`src/rtl/ct_mmu_iplru_arb.sv`:
```
// ct_mmu_iplru_arb: round-robin hit-update arbiter and refill sequencer for the iuTLB PLRU.
// Hit update reaches the PLRU 2 cycles after capture; refill request-to-ack is 3 cycles.
// One holding slot per requester (rdy = slot empty); IPLRU_ARB_DUP_DROP_EN drops repeated hits.
module ct_mmu_iplru_arb #(
    parameter int NREQ  = 4,
    parameter int ENTRY = 32
) (
    input  logic                  forever_cpuclk,
    input  logic                  cpurst,
    input  logic [NREQ-1:0]       req_hit_vld,
    input  logic [NREQ*ENTRY-1:0] req_hit,
    output logic [NREQ-1:0]       req_hit_rdy,
    input  logic                  refill_req,
    output logic                  refill_ack,
    output logic [ENTRY-1:0]      refill_entry,
    input  logic [ENTRY-1:0]      plru_iutlb_ref_num,
    output logic [ENTRY-1:0]      utlb_plru_read_hit,
    output logic                  utlb_plru_read_hit_vld,
    output logic                  utlb_plru_refill_on,
    output logic                  utlb_plru_refill_vld,
    output logic                  arb_busy
);
    localparam int PW = (NREQ > 1) ? $clog2(NREQ) : 1;

    typedef enum logic [1:0] {IDLE, ON, VLD, ACK} state_e;

    state_e           state_q, state_d;
    logic [NREQ-1:0]  slot_vld_q, slot_vld_d;
    logic [ENTRY-1:0] slot_dat_q [NREQ];
    logic [ENTRY-1:0] slot_dat_d [NREQ];
    logic [PW-1:0]    ptr_q, ptr_d;
    logic [ENTRY-1:0] hit_q, hit_d;
    logic             hit_vld_q, hit_vld_d;
    logic [ENTRY-1:0] entry_q, entry_d;

    logic             grant_en;
    logic             gnt_found;
    logic [PW-1:0]    gnt_idx;
    logic [PW-1:0]    cand;
    logic [ENTRY-1:0] gnt_dat;
    logic             issue;

    // Refill FSM
    always_ff @(posedge forever_cpuclk) begin
        if (cpurst) state_q <= IDLE;
        else        state_q <= state_d;
    end

    always_comb begin
        state_d = state_q;
        case (state_q)
            IDLE:    if (refill_req) state_d = ON;
            ON:      state_d = refill_req ? VLD : IDLE;
            VLD:     state_d = ACK;
            ACK:     state_d = IDLE;
            default: state_d = IDLE;
        endcase
    end

    always_comb begin
        utlb_plru_refill_on  = (state_q == ON) || (state_q == VLD);
        utlb_plru_refill_vld = (state_q == VLD);
        refill_ack           = (state_q == ACK);
    end

    // Grants only in IDLE and never on the cycle a refill is being taken,
    // so a hit update can never overlap the refill window.
    always_comb begin
        grant_en  = (state_q == IDLE) && !refill_req;
        gnt_found = 1'b0;
        gnt_idx   = '0;
        cand      = '0;
        for (int k = 0; k < NREQ; k++) begin
            cand = PW'((int'(ptr_q) + k) % NREQ);
            if (grant_en && !gnt_found && slot_vld_q[cand]) begin
                gnt_found = 1'b1;
                gnt_idx   = cand;
            end
        end
        gnt_dat = slot_dat_q[gnt_idx];
    end

`ifdef IPLRU_ARB_DUP_DROP_EN
    logic [ENTRY-1:0] last_q, last_d;

    assign issue = gnt_found && (gnt_dat != last_q);

    always_comb begin
        last_d = last_q;
        if (state_q == ACK) last_d = '0;
        else if (issue)     last_d = gnt_dat;
    end

    always_ff @(posedge forever_cpuclk) begin
        if (cpurst) last_q <= '0;
        else        last_q <= last_d;
    end
`else
    assign issue = gnt_found;
`endif

    // Zero reports are consumed without occupying the slot.
    always_comb begin
        slot_vld_d = slot_vld_q;
        for (int i = 0; i < NREQ; i++) begin
            slot_dat_d[i] = slot_dat_q[i];
            if (req_hit_vld[i] && !slot_vld_q[i] && (|req_hit[i*ENTRY +: ENTRY])) begin
                slot_vld_d[i] = 1'b1;
                slot_dat_d[i] = req_hit[i*ENTRY +: ENTRY];
            end
        end
        if (gnt_found) slot_vld_d[gnt_idx] = 1'b0;
    end

    always_comb begin
        ptr_d = ptr_q;
        if (gnt_found) ptr_d = (gnt_idx == PW'(NREQ - 1)) ? '0 : gnt_idx + 1'b1;
        hit_vld_d = issue;
        hit_d     = issue ? gnt_dat : hit_q;
        entry_d   = (state_q == VLD) ? plru_iutlb_ref_num : entry_q;
    end

    always_ff @(posedge forever_cpuclk) begin
        if (cpurst) begin
            slot_vld_q <= '0;
            ptr_q      <= '0;
            hit_q      <= '0;
            hit_vld_q  <= 1'b0;
            entry_q    <= '0;
        end else begin
            slot_vld_q <= slot_vld_d;
            ptr_q      <= ptr_d;
            hit_q      <= hit_d;
            hit_vld_q  <= hit_vld_d;
            entry_q    <= entry_d;
        end
    end

    always_ff @(posedge forever_cpuclk) begin
        for (int i = 0; i < NREQ; i++) slot_dat_q[i] <= slot_dat_d[i];
    end

    assign req_hit_rdy            = ~slot_vld_q;
    assign utlb_plru_read_hit     = hit_q;
    assign utlb_plru_read_hit_vld = hit_vld_q;
    assign refill_entry           = entry_q;
    assign arb_busy               = (|slot_vld_q) || (state_q != IDLE);

endmodule

```
`config.mk`:
```
export PLATFORM = sky130hd
export DESIGN_NAME = ct_mmu_iplru_arb
export DESIGN_NICKNAME = d
export VERILOG_FILES = /design/src/rtl/ct_mmu_iplru_arb.sv
export SDC_FILE = /design/constraint.sdc
export NUM_CORES = 1
export LEC_CHECK = 0
export ABC_AREA = 1
export BUFFER_PORTS_ARGS = -buffer_cell sky130_fd_sc_hd__buf_4
export CAP_MARGIN = 20
export CORE_ASPECT_RATIO = 1.1
export CORE_MARGIN = 1
export CORE_UTILIZATION = 53
export DETAILED_ROUTE_END_ITERATION = 10
export PLACE_DENSITY = 0.91
export SLEW_MARGIN = 30
export SYNTH_ARGS = -nofsm -noshare
export SYNTH_HDL_FRONTEND = slang
export SYNTH_SLANG_ARGS = --single-unit
```
`constraint.sdc`:
```
create_clock -name forever_cpuclk -period 3.15 [get_ports forever_cpuclk]
set_input_delay 0 -clock forever_cpuclk [delete_from_list [all_inputs] [get_ports forever_cpuclk]]
set_output_delay 0 -clock forever_cpuclk [all_outputs]
set_load 0.005 [all_outputs]
```
Word-level counts from Yosys, hierarchy flattened. Memories as Yosys holds them, arrays and structs flattened. A register that Yosys moved wholly into a read port is not among the register bits. Index checks and enable logic that the tools add are counted.

Add/sub/neg operators: 4. Magnitude comparators: 6. Equality and inequality tests: 9. Muxes and demuxes: 31. Bitwise operators: 3. Reductions and logical operators: 34.

Operators by type and width (number): two-way mux 32 bit (4); OR reduction 32 bit (4); logical AND 1 bit (17); less-than comparator 2 x 3 -> 1 bit, second input constant (5); two-way mux 2 bit (7); two-way mux 1 bit (13); binary-select mux 1 bit (select 2 bit) (4); logical NOT 1 bit (8); inverter 4 bit (2); one-hot mux 2 bit (4 select lines) (1); == test 2 bit, second input constant (3); adder 2 x 1 -> 2 bit, second input constant (2); adder 2 bit, second input constant (2); AND 4 bit (1); two-way mux 4 bit (1); != test 1 bit, second input constant (4); OR reduction 4 bit (1); demux 1 bit (select 2 bit) (1); == test 2 x 1 -> 1 bit, second input constant (1); >= comparator 2 x 1 -> 1 bit, second input constant (1); logical NOT 2 bit (1); logical OR 1 bit (2); != test 2 bit, second input constant (1); nonzero test 2 bit (1).

Flip-flop bits (word level): 41. RAM bits: 128. Bits of input ports: 167. Output and inout port bits: 73. Word-level logic and storage cells: 93. Memories kept: 1.

Memory list: slot_dat_q (words 4, bits a word 32, rd ports 1, clocked after Yosys merged registers in 1, wr ports 4, RTL line 29) `logic [ENTRY-1:0] slot_dat_q [NREQ];`.

Longest topological paths before layout. Gate-level depths: netlist of run 1.

Word-level depth: 23. Mapped depth: 17.

Worst setup path after synthesis of run 1. No wires, ideal clock.

Kind: reg2reg. Start point: register state_q[0]. End point: register ptr_q[1]. Data arrival time: 2075 ps. Data required time: 3029 ps. Slack: 954 ps. Stages on the path, launching flop included: 15. Path buffers: 1. Period minus slack after synthesis: 2196 ps. Cells stage by stage: dfxtp_1 -> inv_1 -> ha_1 -> inv_1 -> nor2_2 -> inv_1 -> o21ai_0 -> inv_1 -> nand2_2 -> nand2_2 -> nand2_2 -> buf_4 -> ha_1 -> o21ai_0 -> a21oi_1.

Word-level cells in the longest chain between the ends: 18.

Ends and longest elaborated chain: from (decl) (RTL line 27) `state_e state_q, state_d;`; from (signal assigned) (RTL line 46) `else state_q <= state_d;`; logical NOT 2 bit * (RTL line 69) `grant_en = (state_q == IDLE) && !refill_req;`; logical AND 1 bit * (RTL line 69); logical AND 1 bit (RTL line 75) `if (grant_en && !gnt_found && slot_vld_q[cand]) begin`; two-way mux 1 bit (RTL line 75); logical NOT 1 bit (RTL line 75); logical AND 1 bit (2 in a row) (RTL line 75); two-way mux 1 bit (RTL line 75); logical NOT 1 bit (RTL line 75); logical AND 1 bit (2 in a row) (RTL line 75); two-way mux 1 bit (RTL line 75); logical NOT 1 bit (RTL line 75); logical AND 1 bit (2 in a row) (RTL line 75); two-way mux 2 bit (RTL line 75); adder 2 x 1 -> 2 bit / == test 2 bit (equally long branches) (RTL line 117) `if (gnt_found) ptr_d = (gnt_idx == PW'(NREQ - 1)) ? '0 : gnt_idx + 1'b1;`; two-way mux 2 bit (RTL line 117); to (signal assigned) (RTL line 132) `ptr_q <= ptr_d;`; to (decl) (RTL line 31) `logic [PW-1:0] ptr_q, ptr_d;`.

Mark *: on every way between the ends. The rest lies on a longest branch, timed or not. A chain may end at the register's enable or synchronous reset.

Final worst setup path of run 1.
Start point: register state_q[0]. End point: register hit_q[15], in the netlist utlb_plru_read_hit[15] (read register of slot_dat_q).

Word-level cells in the longest chain between the ends: 16.

Ends and longest elaborated chain: logical NOT 2 bit * (RTL line 69); logical AND 1 bit * (RTL line 69); logical AND 1 bit (RTL line 75); two-way mux 1 bit (RTL line 75); logical NOT 1 bit (RTL line 75); logical AND 1 bit (2 in a row) (RTL line 75); two-way mux 1 bit (RTL line 75); logical NOT 1 bit (RTL line 75); logical AND 1 bit (2 in a row) (RTL line 75); two-way mux 1 bit (RTL line 75); logical NOT 1 bit (RTL line 75); logical AND 1 bit (2 in a row) (RTL line 75); two-way mux 2 bit / two-way mux 1 bit (equally long branches) (RTL line 75); to (decl) (RTL line 32) `logic [ENTRY-1:0] hit_q, hit_d;`.

Marked as above.

==> out/summary.txt, run 1 <==
Peak VDD IR - 0.512 mV
relative slew slack - 0.385
Post-Synth XOR/XNOR Area - 0
Syn-to-layout area delta - 46.6%
# rows - 49
commonest cells after routing, fill and taps aside - buf_4, inv_1, nand3_1
clock transition at the registers of the reported paths - 0.07 ns
TNS Setup - 0 ns
first-pass GRT wire length - 47100 um
Crit Path Max Fanout - 21
crit path launch - state_q[0]
Die X - 126 um
simple-gate share of the synthesized area - 0.222
die area - 17400 um2
Layout Nets - 1542
Final setup viols - 0
wire per inst - 19.5 um
required time of the critical path - 3.58 ns
wire length on met3 - 2910 um
worst reg-to-reg setup slack - 0.38 ns
Pins Over Slew Limit - 0
LEAKAGE - 6.35 nW
vias in the first global route - 8856
Worst Slack Setup Final - 0.381 ns
Mapped Area - 8940 um2
initial antenna violation count - 4
fmax - 361 MHz
Hold Fails Final Rpt - 0
critical path type - reg2reg
clock skew - 0.0346 ns
status - finished, final reports clean
Core ar. - 16400 um2
Overall Power - 8.89 mW
Starting Density - 0.544
TritonCTS clock tree - yes
Final Routed Wirelength - 31000 um
main combinational cell family by area after synthesis - simple AND/OR/NAND/NOR gates
maximum number of pins on one net before global-route repair - 65
worst slew pin tran - 0.916 ns
top sig layer - met4
placer congestion estimate - 0.969
max-cap check violation count - 0
proportion of layout cells with a drive suffix above 1 - 0.219
crit end category - flop
worst-case reg-to-reg path depth - 16
RSZ-0062 raised after global routing - no
worst skew pair latency - 0.52 ns
pre-CTS setup slack - 0.476 ns
Seq cells post-synth - 201
reg-to-reg endpoint - utlb_plru_read_hit[15]
Longest Clk Path Bufs - 3
Avg Inst Size Synth - 9.15 um2
period utilization - 0.879
WHS Path Cells - 5
Hold Path Class - in2reg
DIE HEIGHT - 138 um
total CTS buffers - 21
# DRC - 0
sequential fraction of the synthesis area - 0.593
Pre-Repair DR Iteration Count - 7
startpoint types - flop
detailed placer's ending HPWL - 17900 um
Tmin final - 2.77 ns
detailed-route via count - 8858
Pwr Density - 678 nW/um2
post-synthesis cell count - 978
WL met2 - 15500 um
R2R Path Start - state_q[0]
port buffer count - 239
Synth Warn # - 0
grt total ovfl - 0
Routed Antenna Nets - 0
I/O pin total - 240
drt first-iter violations - 1095
H-tree depth - 1
M1 WL - 11000 um
vias per cell - 5.57
GR Util All Layers - 0.351
Synthesized Nets - 1154
adder-cell share of the synthesized area - 0.0126
multiplexer share of the synthesized area - 0
PostCTS Resize Cnt - 0
post-synthesis compound-gate area fraction - 0.0501
WHS Endpoint - slot_vld_q[2]
worst hold path startpoint - req_hit_vld[2]
arrival time worst endpoint - 3.19 ns
most common cell after layout, fill and taps aside - buf_4
post-CTS setup buffers - 0
clk root buf - clkbuf_16
synth unique cells - 27
CTS Sinks - 201
hold slack - 0.0106 ns
per-stage QoR:
step	util	cells	instance area, um2
3_5_place_dp	0.659	1384	10800
4_1_cts	0.797	1585	13100
6_report	0.798	1591	13100
5_1_grt	0.798	1590	13100
3_3_place_gp	0.659	1384	10800
2_1_floorplan	-	978	8940
metal layers:
metal,up-vias,global-route usage
met2,600,0.608
met3,124,0.0580
li1,4002,-
met4,0,0.183
met5,-,0
met1,4132,0.420
state kept, by name, indices dropped and copies added, names as in the netlist, named ones only:
signal	cells
utlb_plru_read_hit	32
refill_entry	32
slot_vld_q	4
utlb_plru_read_hit_vld	1
ptr_q	2
state_q	1
slot_dat_q	128
cell families (layout without fill, tap and decap cells):
logic type	after synthesis	in the layout
compound gates	87	87
other cells	0	6
fa+ha+maj	9	9
flops	201	201
simple gates	420	420
buf+inv	261	664
critical path, stage by stage (launching register included):
cell     delay (ns)
dfxtp_1        0.35
inv_1          0.17
ha_1           0.21
inv_1          0.06
nor2_2         0.32
inv_1          0.11
o21ai_0        0.20
inv_1          0.07
nand2_2        0.08
nand2_2        0.06
nand2_2        0.32
buf_4          0.30
nand2_1        0.11
nand3_1        0.15
nand3_1        0.10
nand2_1        0.07
inv_1          0.03
final cells by class:
class	instances	area (um2)
tap	204	255
fill	920	3320
antenna	6	15.0
clock buffer	31	593
timing repair buffer	415	3540
sequential	201	5310
inverter	211	797
multi-input combinational	516	2570
clock inverter	7	42.5
cells in the mapped netlist:
cell | instances | area [um2]
a41oi_1 | 1 | 8.76
nor4_1 | 32 | 200
nor2_2 | 3 | 18.8
nand3_1 | 201 | 1010
buf_4 | 11 | 82.6
nor2_4 | 1 | 11.3
nand2_2 | 9 | 56.3
o21ai_2 | 1 | 8.76
nor2_1 | 68 | 255
buf_6 | 6 | 67.6
nand2_1 | 93 | 349
clkbuf_1 | 17 | 63.8
nor3_1 | 3 | 15.0
buf_2 | 15 | 75.1
o21ai_0 | 76 | 380
buf_1 | 1 | 3.75
ha_1 | 9 | 113
a211oi_1 | 2 | 15.0
o21ai_1 | 1 | 5.00
inv_6 | 1 | 8.76
a21oi_1 | 6 | 30.0
inv_1 | 208 | 781
edfxtp_1 | 128 | 3840
nand4_4 | 1 | 21.3
nand4_1 | 9 | 56.3
dfxtp_1 | 73 | 1460
inv_2 | 2 | 7.51
repair_timing:
action,in CTS,in global routing
setup endpoints to repair,0,0
hold endpoints to repair,163,0
hold buffers,163,0
power by group:
group | total [mW] | switching, mW | leakage (nW) | internal (mW)
Sequential | 3.41 | 0.201 | 1.83 | 3.21
Combinational | 3.14 | 1.97 | 4.22 | 1.17
Clock | 2.34 | 1.03 | 0.308 | 1.31
Total | 8.89 | 3.20 | 6.35 | 5.69
worst max-delay path by stage:
stage	to	depth (start not counted)	slack, ns
6_report	utlb_plru_read_hit[15]	16	0.38
5_1_grt	utlb_plru_read_hit[15]	16	0.1
4_1_cts	utlb_plru_read_hit[7]	16	0.47
3_5_place_dp	slot_vld_q[0]	14	0.48
3_3_place_gp	utlb_plru_read_hit[16]	11	0.39
2_1_floorplan	ptr_q[1]	14	0.95
No activity file was read; power rests on OpenSTA's default activity.
==> run 2, diff against run 1 <==
ABC_AREA = default   (was 1)
CORE_UTILIZATION = 52   (was 53)
==> out/summary.txt, run 2 <==
Critical Path, Cell by Cell - inv_1, ha_1, nand2b_1, a311o_1, or4b_2, buf_12, nand3_2, a21oi_1, a211o_1
CP max stage cell - or4b_2
placer congestion estimate - 0.888
clock transition at the registers of the reported paths - 0.06 ns
post-synth top area cell - edfxtp_1
grt total ovfl - 0
crit path launch - state_q[0]
clk root buf - clkbuf_16
commonest cells after routing, fill and taps aside - buf_4, dlygate4sd3_1, edfxtp_1
relative slew slack - 0.418
most flop-heavy register - slot_dat_q
initial antenna violation count - 0
Diodes inserted - 0
period utilization - 0.971
LEAKAGE - 5.39 nW
Starting Density - 0.540
arrival time worst endpoint - 3.42 ns
Largest register FFs - 128
Core ar. - 15200 um2
I/O pin total - 240
Sw Pwr - 1.88 mW
R2R Path Start - state_q[0]
Hold Path Class - in2reg
hold slack - 0.0309 ns
worst slew pin tran - 0.873 ns
fmax - 327 MHz
Top FF cell, synth - edfxtp_1
Max stage delay on crit path - 0.75 ns
max-cap check violation count - 0
vias per cell - 5.99
TritonCTS clock tree - yes
worst skew pair latency - 0.51 ns
vias in the first global route - 8127
detailed placer's ending HPWL - 17000 um
detailed-route via count - 7741
synth unique cells - 43
Tmin final - 3.06 ns
Die X - 122 um
first-pass GRT wire length - 45300 um
# rows - 47
die area - 16300 um2
top cells by area, synth - edfxtp_1, dfxtp_1, mux2i_1, o21ai_0, a21oi_1
Peak VDD IR - 0.418 mV
Comb pwr share - 0.193
maximum number of pins on one net before global-route repair - 63
Post-synth top cells - edfxtp_1, dfxtp_1, o21ai_0, a21oi_1, nor2_1
Routed Antenna Nets - 0
status - finished, final reports clean
Layout Nets - 1258
Worst Slack Setup Final - 0.0904 ns
Pint - 5.11 mW
GR Util All Layers - 0.374
CTS Sinks - 201
worst reg-to-reg setup slack - 0.09 ns
H-tree depth - 1
WHS Path Cells - 3
Pre-Repair DR Iteration Count - 7
pre-CTS setup slack - 0.239 ns
post-synthesis cell count - 660
Synth Warn # - 0
proportion of layout cells with a drive suffix above 1 - 0.295
Hold Fails Final Rpt - 0
Area after DPL - 10200 um2
multi-input logic area - 2690 um2
port buffer count - 239
RSZ-0062 raised after global routing - no
startpoint types - flop
post-CTS setup buffers - 0
switching share of power - 0.269
critical path type - reg2reg
Seq. cell area - 5310 um2
post-route design area - 12800 um2
drt first-iter violations - 834
# DRC - 0
EDFF count, synth - 128
Seq cells post-synth - 201
WP buf/inv - 2
cell with the most instances after synthesis - edfxtp_1
worst hold path startpoint - req_hit_vld[2]
reg-to-reg endpoint - utlb_plru_read_hit[23]
wire per inst - 23.6 um
Final Routed Wirelength - 30500 um
Syn-to-layout area delta - 55.7%
Mapped Area - 8220 um2
TNS Setup - 0 ns
Pwr Density - 546 nW/um2
Top Family by Delay on Critical Path - simple AND/OR/NAND/NOR gates
Avg Inst Size Synth - 12.5 um2
most common cell after layout, fill and taps aside - buf_4
crit end category - flop
Pins Over Slew Limit - 0
Final setup viols - 0
Synthesized Nets - 836
Synth top area share - 0.467
clock skew - 0.0335 ns
Crit Path Max Fanout - 62
required time of the critical path - 3.51 ns
Filler cells - 726
worst-case reg-to-reg path depth - 9
Flop pwr share - 0.460
total CTS buffers - 21
WHS Endpoint - slot_vld_q[2]
DIE HEIGHT - 134 um
sequential fraction of the synthesis area - 0.645
ys async rst share - 0
Longest Clk Path Bufs - 3
Clk pwr share - 0.348
run 2: cell types whose count changed after synthesis, sizes merged, moves of 4 or more:
cell and change:
inv -203, nand3 -137, nand2 -98, a21oi +60, mux2i +37, a211o +32, nor2 -28, buf -13
clkbuf +12, o21ai -8, nor2b +5, a221oi +4, nand2b +4
run 2: how the worst max path moves through the flow:
stage,slack [ns],depth (start not counted),to
floorplan,0.70,10,slot_vld_q[0]
global placement,0.34,9,utlb_plru_read_hit[26]
detailed placement,0.24,9,utlb_plru_read_hit[23]
CTS,0.20,9,utlb_plru_read_hit[17]
global route,0.0009,9,utlb_plru_read_hit[20]
finish,0.09,9,utlb_plru_read_hit[23]
run 2: kinds of logic (layout without fill, tap and decap cells):
group,Yosys count,count (layout),share of synthesized area
adders and majority gates,9,9,0.0137
and+or+nand+nor,172,172,0.128
DFF,201,201,0.645
muxes,38,38,0.0478
AOI/OAI and AO/OA,183,183,0.132
buffers and inverters,57,493,0.0339
run 2: layout make-up:
class	count	area share
clock buffer	26	0.0425
multi-input combinational	402	0.210
clock inverter	11	0.00850
tap	196	0.0192
sequential	201	0.414
inverter	8	0.00235
timing repair buffer	448	0.303
run 2: layer usage:
metal / routed length, um / part of all wire / GRT usage / vias up
met5: 0 / 0 / 0 / -
met4: 2020 / 0.066 / 0.220 / 0
met3: 2910 / 0.095 / 0.0995 / 148
met2: 15200 / 0.50 / 0.652 / 556
met1: 10400 / 0.34 / 0.405 / 3674
li1: - / - / - / 3363
run 2: what timing repair did:
action,in CTS,in global routing
resized for setup,0,2
hold buffers,196,1
endpoints found under the hold margin,165,1
endpoints found under the setup margin,0,2
run 2: metrics by stage:
step	cells	utilization	power, mW
after floorplan	660	-	3.77
after global placement	1058	0.667	4.30
after detailed placement	1058	0.667	4.34
after CTS	1291	0.839	6.85
after global routing	1292	0.840	7.18
final	1292	0.840	6.99
run 2: power by group through the flow:
stage	Combinational (mW)	Clock (mW)	Sequential, mW
after floorplan	0.575	0	3.19
after global placement	1.06	0	3.23
after detailed placement	1.10	0	3.24
after CTS	1.28	2.38	3.19
after global routing	1.43	2.53	3.22
final	1.35	2.43	3.21
run 2: worst register-to-register path: cells and delay by family, from the launching register on:
family                     cells  cell delay (ns)
buffers and inverters          2             0.45
and+or+nand+nor                3             1.03
AOI/OAI and AO/OA              3             0.84
DFF                            1             0.34
adders and majority gates      1             0.26
